==> src/rtl/pulse_wave.sv <==
// Pulse/square oscillator stage: compares the shared phase ramp against a run-time threshold
// and emits a signed +/-amp sample after a 2-clock pipeline. Define SQUARE_SLEW_EN to add a slew limiter.
module pulse_wave #(
  parameter int                ADDR_W      = 16,
  parameter int                DATA_W      = 16,
  parameter logic [ADDR_W-1:0] THR_DEFAULT = {1'b1, {(ADDR_W-1){1'b0}}},
  parameter logic [DATA_W-2:0] AMP_DEFAULT = {(DATA_W-1){1'b1}},
  parameter int                SLEW_STEP   = 2048
) (
  input  logic                     i_clk,
  input  logic                     i_rst,
  input  logic                     i_en,
  input  logic [ADDR_W-1:0]        i_addr,
  input  logic [ADDR_W-1:0]        i_thr,
  input  logic                     i_thr_vld,
  output logic                     o_thr_rdy,
  input  logic [DATA_W-2:0]        i_amp,
  output logic signed [DATA_W-1:0] o_data,
  output logic                     o_sync
);

  logic [ADDR_W-1:0]        r_addr_prev;
  logic [ADDR_W-1:0]        r_thr_act;
  logic [ADDR_W-1:0]        r_thr_pend;
  logic                     r_pend_full;
  logic [DATA_W-2:0]        r_amp_act;
  logic                     r_s1_high;
  logic                     r_s1_wrap;
  logic                     r_s1_en;
  logic [DATA_W-2:0]        r_s1_amp;
  logic signed [DATA_W-1:0] r_target;
  logic                     r_sync;

  logic                     w_wrap;
  logic                     w_accept;
  logic                     w_apply;
  logic                     w_amp_upd;
  logic [ADDR_W-1:0]        w_thr_eff;
  logic [DATA_W-2:0]        w_amp_eff;
  logic signed [DATA_W-1:0] w_amp_ext;
  logic signed [DATA_W-1:0] w_target;

  assign w_wrap    = (i_addr < r_addr_prev);
  assign o_thr_rdy = ~r_pend_full;
  // Accept only into an empty slot, so a transfer never coincides with an apply.
  assign w_accept  = i_thr_vld & ~r_pend_full;
  assign w_apply   = r_pend_full & (w_wrap | ~i_en);
  assign w_amp_upd = w_wrap | ~i_en;

  // Values taking effect this cycle are forwarded so a new period is self-consistent.
  assign w_thr_eff = w_apply   ? r_thr_pend : r_thr_act;
  assign w_amp_eff = w_amp_upd ? i_amp      : r_amp_act;

  // NOTE: sequential state uses non-blocking assignments so every register samples pre-edge values.
  always_ff @(posedge i_clk or posedge i_rst) begin
    if (i_rst) begin
      r_addr_prev <= '0;
      r_thr_act   <= THR_DEFAULT;
      r_thr_pend  <= '0;
      r_pend_full <= 1'b0;
      r_amp_act   <= AMP_DEFAULT;
    end else begin
      r_addr_prev <= i_addr;
      r_thr_act   <= w_thr_eff;
      r_amp_act   <= w_amp_eff;
      if (w_accept) begin
        r_thr_pend  <= i_thr;
        r_pend_full <= 1'b1;
      end else if (w_apply) begin
        r_pend_full <= 1'b0;
      end
    end
  end

  always_ff @(posedge i_clk or posedge i_rst) begin
    if (i_rst) begin
      r_s1_high <= 1'b0;
      r_s1_wrap <= 1'b0;
      r_s1_en   <= 1'b0;
      r_s1_amp  <= '0;
    end else begin
      r_s1_high <= (i_addr >= w_thr_eff);
      r_s1_wrap <= w_wrap;
      r_s1_en   <= i_en;
      r_s1_amp  <= w_amp_eff;
    end
  end

  // amp <= 2**(DATA_W-1)-1, so its negation always fits in DATA_W bits.
  assign w_amp_ext = $signed({1'b0, r_s1_amp});

  // NOTE: every path assigns w_target, so no latch can be inferred.
  always_comb begin
    w_target = '0;
    if (r_s1_en) w_target = r_s1_high ? w_amp_ext : -w_amp_ext;
  end

  always_ff @(posedge i_clk or posedge i_rst) begin
    if (i_rst) begin
      r_target <= '0;
      r_sync   <= 1'b0;
    end else begin
      r_target <= w_target;
      r_sync   <= r_s1_wrap & r_s1_en;
    end
  end

  assign o_sync = r_sync;

`ifdef SQUARE_SLEW_EN
  localparam logic signed [DATA_W:0] STEP = (DATA_W+1)'(SLEW_STEP);

  logic signed [DATA_W-1:0] r_slew;
  logic signed [DATA_W:0]   w_diff;
  logic signed [DATA_W:0]   w_slew_nxt;

  // Move toward the target by at most STEP per clock, landing exactly on it.
  always_comb begin
    w_diff     = $signed({r_target[DATA_W-1], r_target}) - $signed({r_slew[DATA_W-1], r_slew});
    w_slew_nxt = $signed({r_target[DATA_W-1], r_target});
    if (w_diff > STEP)       w_slew_nxt = $signed({r_slew[DATA_W-1], r_slew}) + STEP;
    else if (w_diff < -STEP) w_slew_nxt = $signed({r_slew[DATA_W-1], r_slew}) - STEP;
  end

  always_ff @(posedge i_clk or posedge i_rst) begin
    if (i_rst) r_slew <= '0;
    else       r_slew <= w_slew_nxt[DATA_W-1:0];
  end

  assign o_data = r_slew;
`else
  assign o_data = r_target;
`endif

endmodule

==> config.mk <==
export PLATFORM = sky130hd
export DESIGN_NAME = pulse_wave
export DESIGN_NICKNAME = d
export VERILOG_FILES = /design/src/rtl/pulse_wave.sv
export SDC_FILE = /design/constraint.sdc
export NUM_CORES = 1
export LEC_CHECK = 0
export BUFFER_PORTS_ARGS = -buffer_cell sky130_fd_sc_hd__clkbuf_2
export CELL_PAD_IN_SITES_DETAIL_PLACEMENT = 1
export CELL_PAD_IN_SITES_GLOBAL_PLACEMENT = 1
export CORE_MARGIN = 5
export CORE_UTILIZATION = 40
export CTS_CLUSTER_SIZE = 14
export DETAILED_ROUTE_END_ITERATION = 16
export HOLD_SLACK_MARGIN = 0.06
export PLACE_DENSITY_LB_ADDON = 0.1
export SYNTH_ARGS = -nofsm -noshare
export SYNTH_HDL_FRONTEND = slang
export SYNTH_SLANG_ARGS = --single-unit
==> constraint.sdc <==
create_clock -name i_clk -period 9.2 [get_ports i_clk]
set_input_delay 0.92 -clock i_clk [delete_from_list [all_inputs] [get_ports i_clk]]
set_output_delay 0.92 -clock i_clk [all_outputs]
set_load 0.005 [all_outputs]
==> flow_metrics.env <==
export IMPL_outcome="finished clean"
export IMPL_synth_top_cells_by_area="dfrtp_1 48%, mux2_2 12%, dfstp_2 9.7%"
export IMPL_startpoint="i_addr[2]"
export IMPL_io_pins=69
export IMPL_htreeDepth=3
export IMPL_synth_common_cells="83 x dfrtp_1, 47 x mux2_2, 32 x ha_1, 25 x inv_1, 18 x nor2_1"
export IMPL_fin_crit_ns=4.300
export IMPL_netlist_instances=330
export IMPL_post_dp_cell_area_sq_um=4850
export IMPL_worstHoldStart="r_s1_wrap"
export IMPL_gp_congestion=0.7869
export IMPL_yosysUniqueCellTypes=34
export IMPL_holdPathStages=1
export IMPL_viasPerCell=4.845
export IMPL_clockPowerShare_pct=26.8
export IMPL_clock_latency_ns=0.37
export IMPL_cts_buffer_depth=2
export IMPL_endpoint_kind="register"
export IMPL_antenna_found_initial=0
export IMPL_numPortBuffers=68
export IMPL_syn_num_nets=413
export IMPL_vias=2655
export IMPL_power_density_nw_per_um2=227.6
export IMPL_cts_hold_fix_buffers=0
export IMPL_drc=0
export IMPL_worst_pin_slew_ns=0.8222
export IMPL_finalHoldViolations=0
export IMPL_reg2reg_slack_ns=5.22
export IMPL_rows=38
export IMPL_reg2reg_depth=16
export IMPL_final_nets=486
export IMPL_drtAntennaViolNets=0
export IMPL_cts_sinks=99
export IMPL_netlist_area_sq_um=4340
export IMPL_vdd_drop_max_v=0.00008999
export IMPL_synth_seq_area_share_pct=57.54
export IMPL_async_reset_ff_share_pct=100.0
export IMPL_r2r_start="r_addr_prev[2]"
export IMPL_cts_root_buf="clkbuf_8"
export IMPL_first_pass_iters=4
export IMPL_grt_pass1_vias=2865
export IMPL_slew_headroom_pct=45.19
export IMPL_yosysWarnings=0
export IMPL_drv_cap=0
export IMPL_cp_max_fo=31
export IMPL_p_seq_share_pct=49.7
export IMPL_grt_remaining_overflow=0
export IMPL_clkSlewWorstSetupHoldPaths_ns=0.09
export IMPL_fin_skew_ns=0.007333
export IMPL_first_iter_violations=69
export IMPL_setup_viol=0
export IMPL_p_sw_uw=325.6
export IMPL_leakagePower_nw=2.409
export IMPL_grt_pass1_wl_um=14100
export IMPL_rsz0062_at_grt="no"
export IMPL_synth_top_area_share_pct=47.85
export IMPL_syn_avg_cell_area_sq_um=13.15
export IMPL_slew_viol_final=0
export IMPL_critPathLaunchType="input port"
export IMPL_synth_seq_cells=99
export IMPL_synth_enable_flop_cells=0
export IMPL_p_comb_share_pct=23.5
export IMPL_synth_top_area_cell="dfrtp_1"
export IMPL_place_hpwl_um=6185
export IMPL_dieWidth_um=114.2
export IMPL_cts_setup_buffers=0
export IMPL_ctsResizeCount=0
export IMPL_intPower_uw=829.5
export IMPL_gr_usage_all_layers_pct=13.76
export IMPL_holdPathEnd="o_sync"
export IMPL_initial_core_util_pct=40.39
export IMPL_max_freq_mhz=232.6
export IMPL_final_layout_size_suffix_gt1_share_pct=38.48
export IMPL_fin_crit_sh_pct=46.74
export IMPL_dieArea_sq_um=13030
export IMPL_synth_flop_cell="dfrtp_1"
export IMPL_cts_buffers=9
export IMPL_synth_most_common_cell="dfrtp_1"
export IMPL_drt_total_wl_um=8233
export IMPL_grt_max_degree=68
export IMPL_cp_required_ns=9.46
export IMPL_diodes=0
export IMPL_fin_hold_ws_ns=0.4665
export IMPL_hold_path_class="register to register"
export IMPL_r2r_end="r_s1_high"
export IMPL_stdcell_area_sq_um=5076
export IMPL_cts_tree="built"
export IMPL_wire_per_inst_um=15.02
export IMPL_utilization_pct=47.24
export IMPL_critPathKind="input port to register"
export IMPL_syn2layout_area_growth_pct=16.95
export IMPL_finalSetupTns_ns=0
export IMPL_chipHeight_um=114.2
export IMPL_cp_arrival_ns=4.56
export IMPL_core_sq_um=10750
export IMPL_swShare_pct=28.19
## power by group through the flow
stage               combinational (mW)  clock, mW  sequential, mW
finish                           0.272      0.310           0.574
detailed placement               0.277          0           0.584
CTS                              0.280      0.323           0.575
global placement                 0.268          0           0.579
floorplan                        0.206          0           0.564
global route                     0.311      0.342           0.585
## metal layers
| metal | GRT usage (%) | share of wire [%] |
|---|---|---|
| met1 | 18.45 | 47 |
| met2 | 21.70 | 47 |
| met5 | 0 | 0 |
| met4 | 5.226 | 1.8 |
| met3 | 3.277 | 4.1 |
## placed cells by master, fill, tap and decap left out, types with 10 or more instances in the layout
master,count
clkbuf_2,68
dfstp_2,16
dfrtp_1,83
nor2_1,18
o21ai_0,10
inv_1,24
a21oi_1,15
mux2_2,47
clkbuf_8,10
ha_1,32
mux2i_1,16
## how the worst max path moves through the flow
stage | slack, ns | cells past startpoint | end
2_1_floorplan | 5.06 | 15 | r_s1_high
3_3_place_gp | 4.56 | 16 | r_s1_high
3_5_place_dp | 4.48 | 16 | r_s1_high
4_1_cts | 4.85 | 16 | r_s1_high
5_1_grt | 4.59 | 16 | r_s1_high
6_report | 4.90 | 16 | r_s1_high
## through the flow
| step | power (mW) | setup slack (ns) | instances |
|---|---|---|---|
| 3_5_place_dp | 0.8613 | 4.481 | 532 |
| 4_1_cts | 1.178 | 4.852 | 548 |
| 2_1_floorplan | 0.7698 | 5.060 | 330 |
| 6_report | 1.155 | 4.900 | 548 |
| 3_3_place_gp | 0.8469 | 4.557 | 532 |
| 5_1_grt | 1.238 | 4.588 | 548 |
## kinds of logic (layout without fill, tap and decap cells)
group | count (synthesis) | in the layout | synth area share (%)
fa+ha+maj | 32 | 32 | 9.224
mux | 63 | 63 | 15.88
buf+inv | 34 | 112 | 3.142
compound gates | 46 | 46 | 6.457
simple gates | 48 | 48 | 6.140
xor+xnor | 8 | 8 | 1.614
flops | 99 | 99 | 57.54
## final cells by class
type | instances | area, sq um
Fill cell | 1165 | 5669
Sequential cell | 99 | 2497
Multi-Input combinational cell | 197 | 1718
Timing Repair Buffer | 71 | 362.8
Tap cell | 140 | 175.2
Clock buffer | 10 | 137.6
Inverter | 25 | 96.34
Clock inverter | 6 | 88.84
## registers in the layout, summed over array words and instances (netlist names)
signal       count
r_s1_amp        15
o_sync           1
o_data          16
r_s1_en          1
r_addr_prev     16
r_s1_high        1
r_amp_act       15
r_thr_pend      16
r_thr_act       16
r_pend_full      1
r_s1_wrap        1
## critical path, stage by stage
cell       delay, ns
clkbuf_2        0.11
ha_1            0.31
a211oi_1        0.23
o21ai_0         0.12
a41oi_1         0.24
o211ai_1        0.21
a21oi_4         0.18
buf_4           0.40
mux2_2          0.40
ha_1            0.26
nand2b_1        0.14
a21o_1          0.17
a21o_1          0.18
a2111oi_0       0.39
o21ai_0         0.13
a21o_1          0.16
Note: power is estimated with default switching activity, not from simulation.
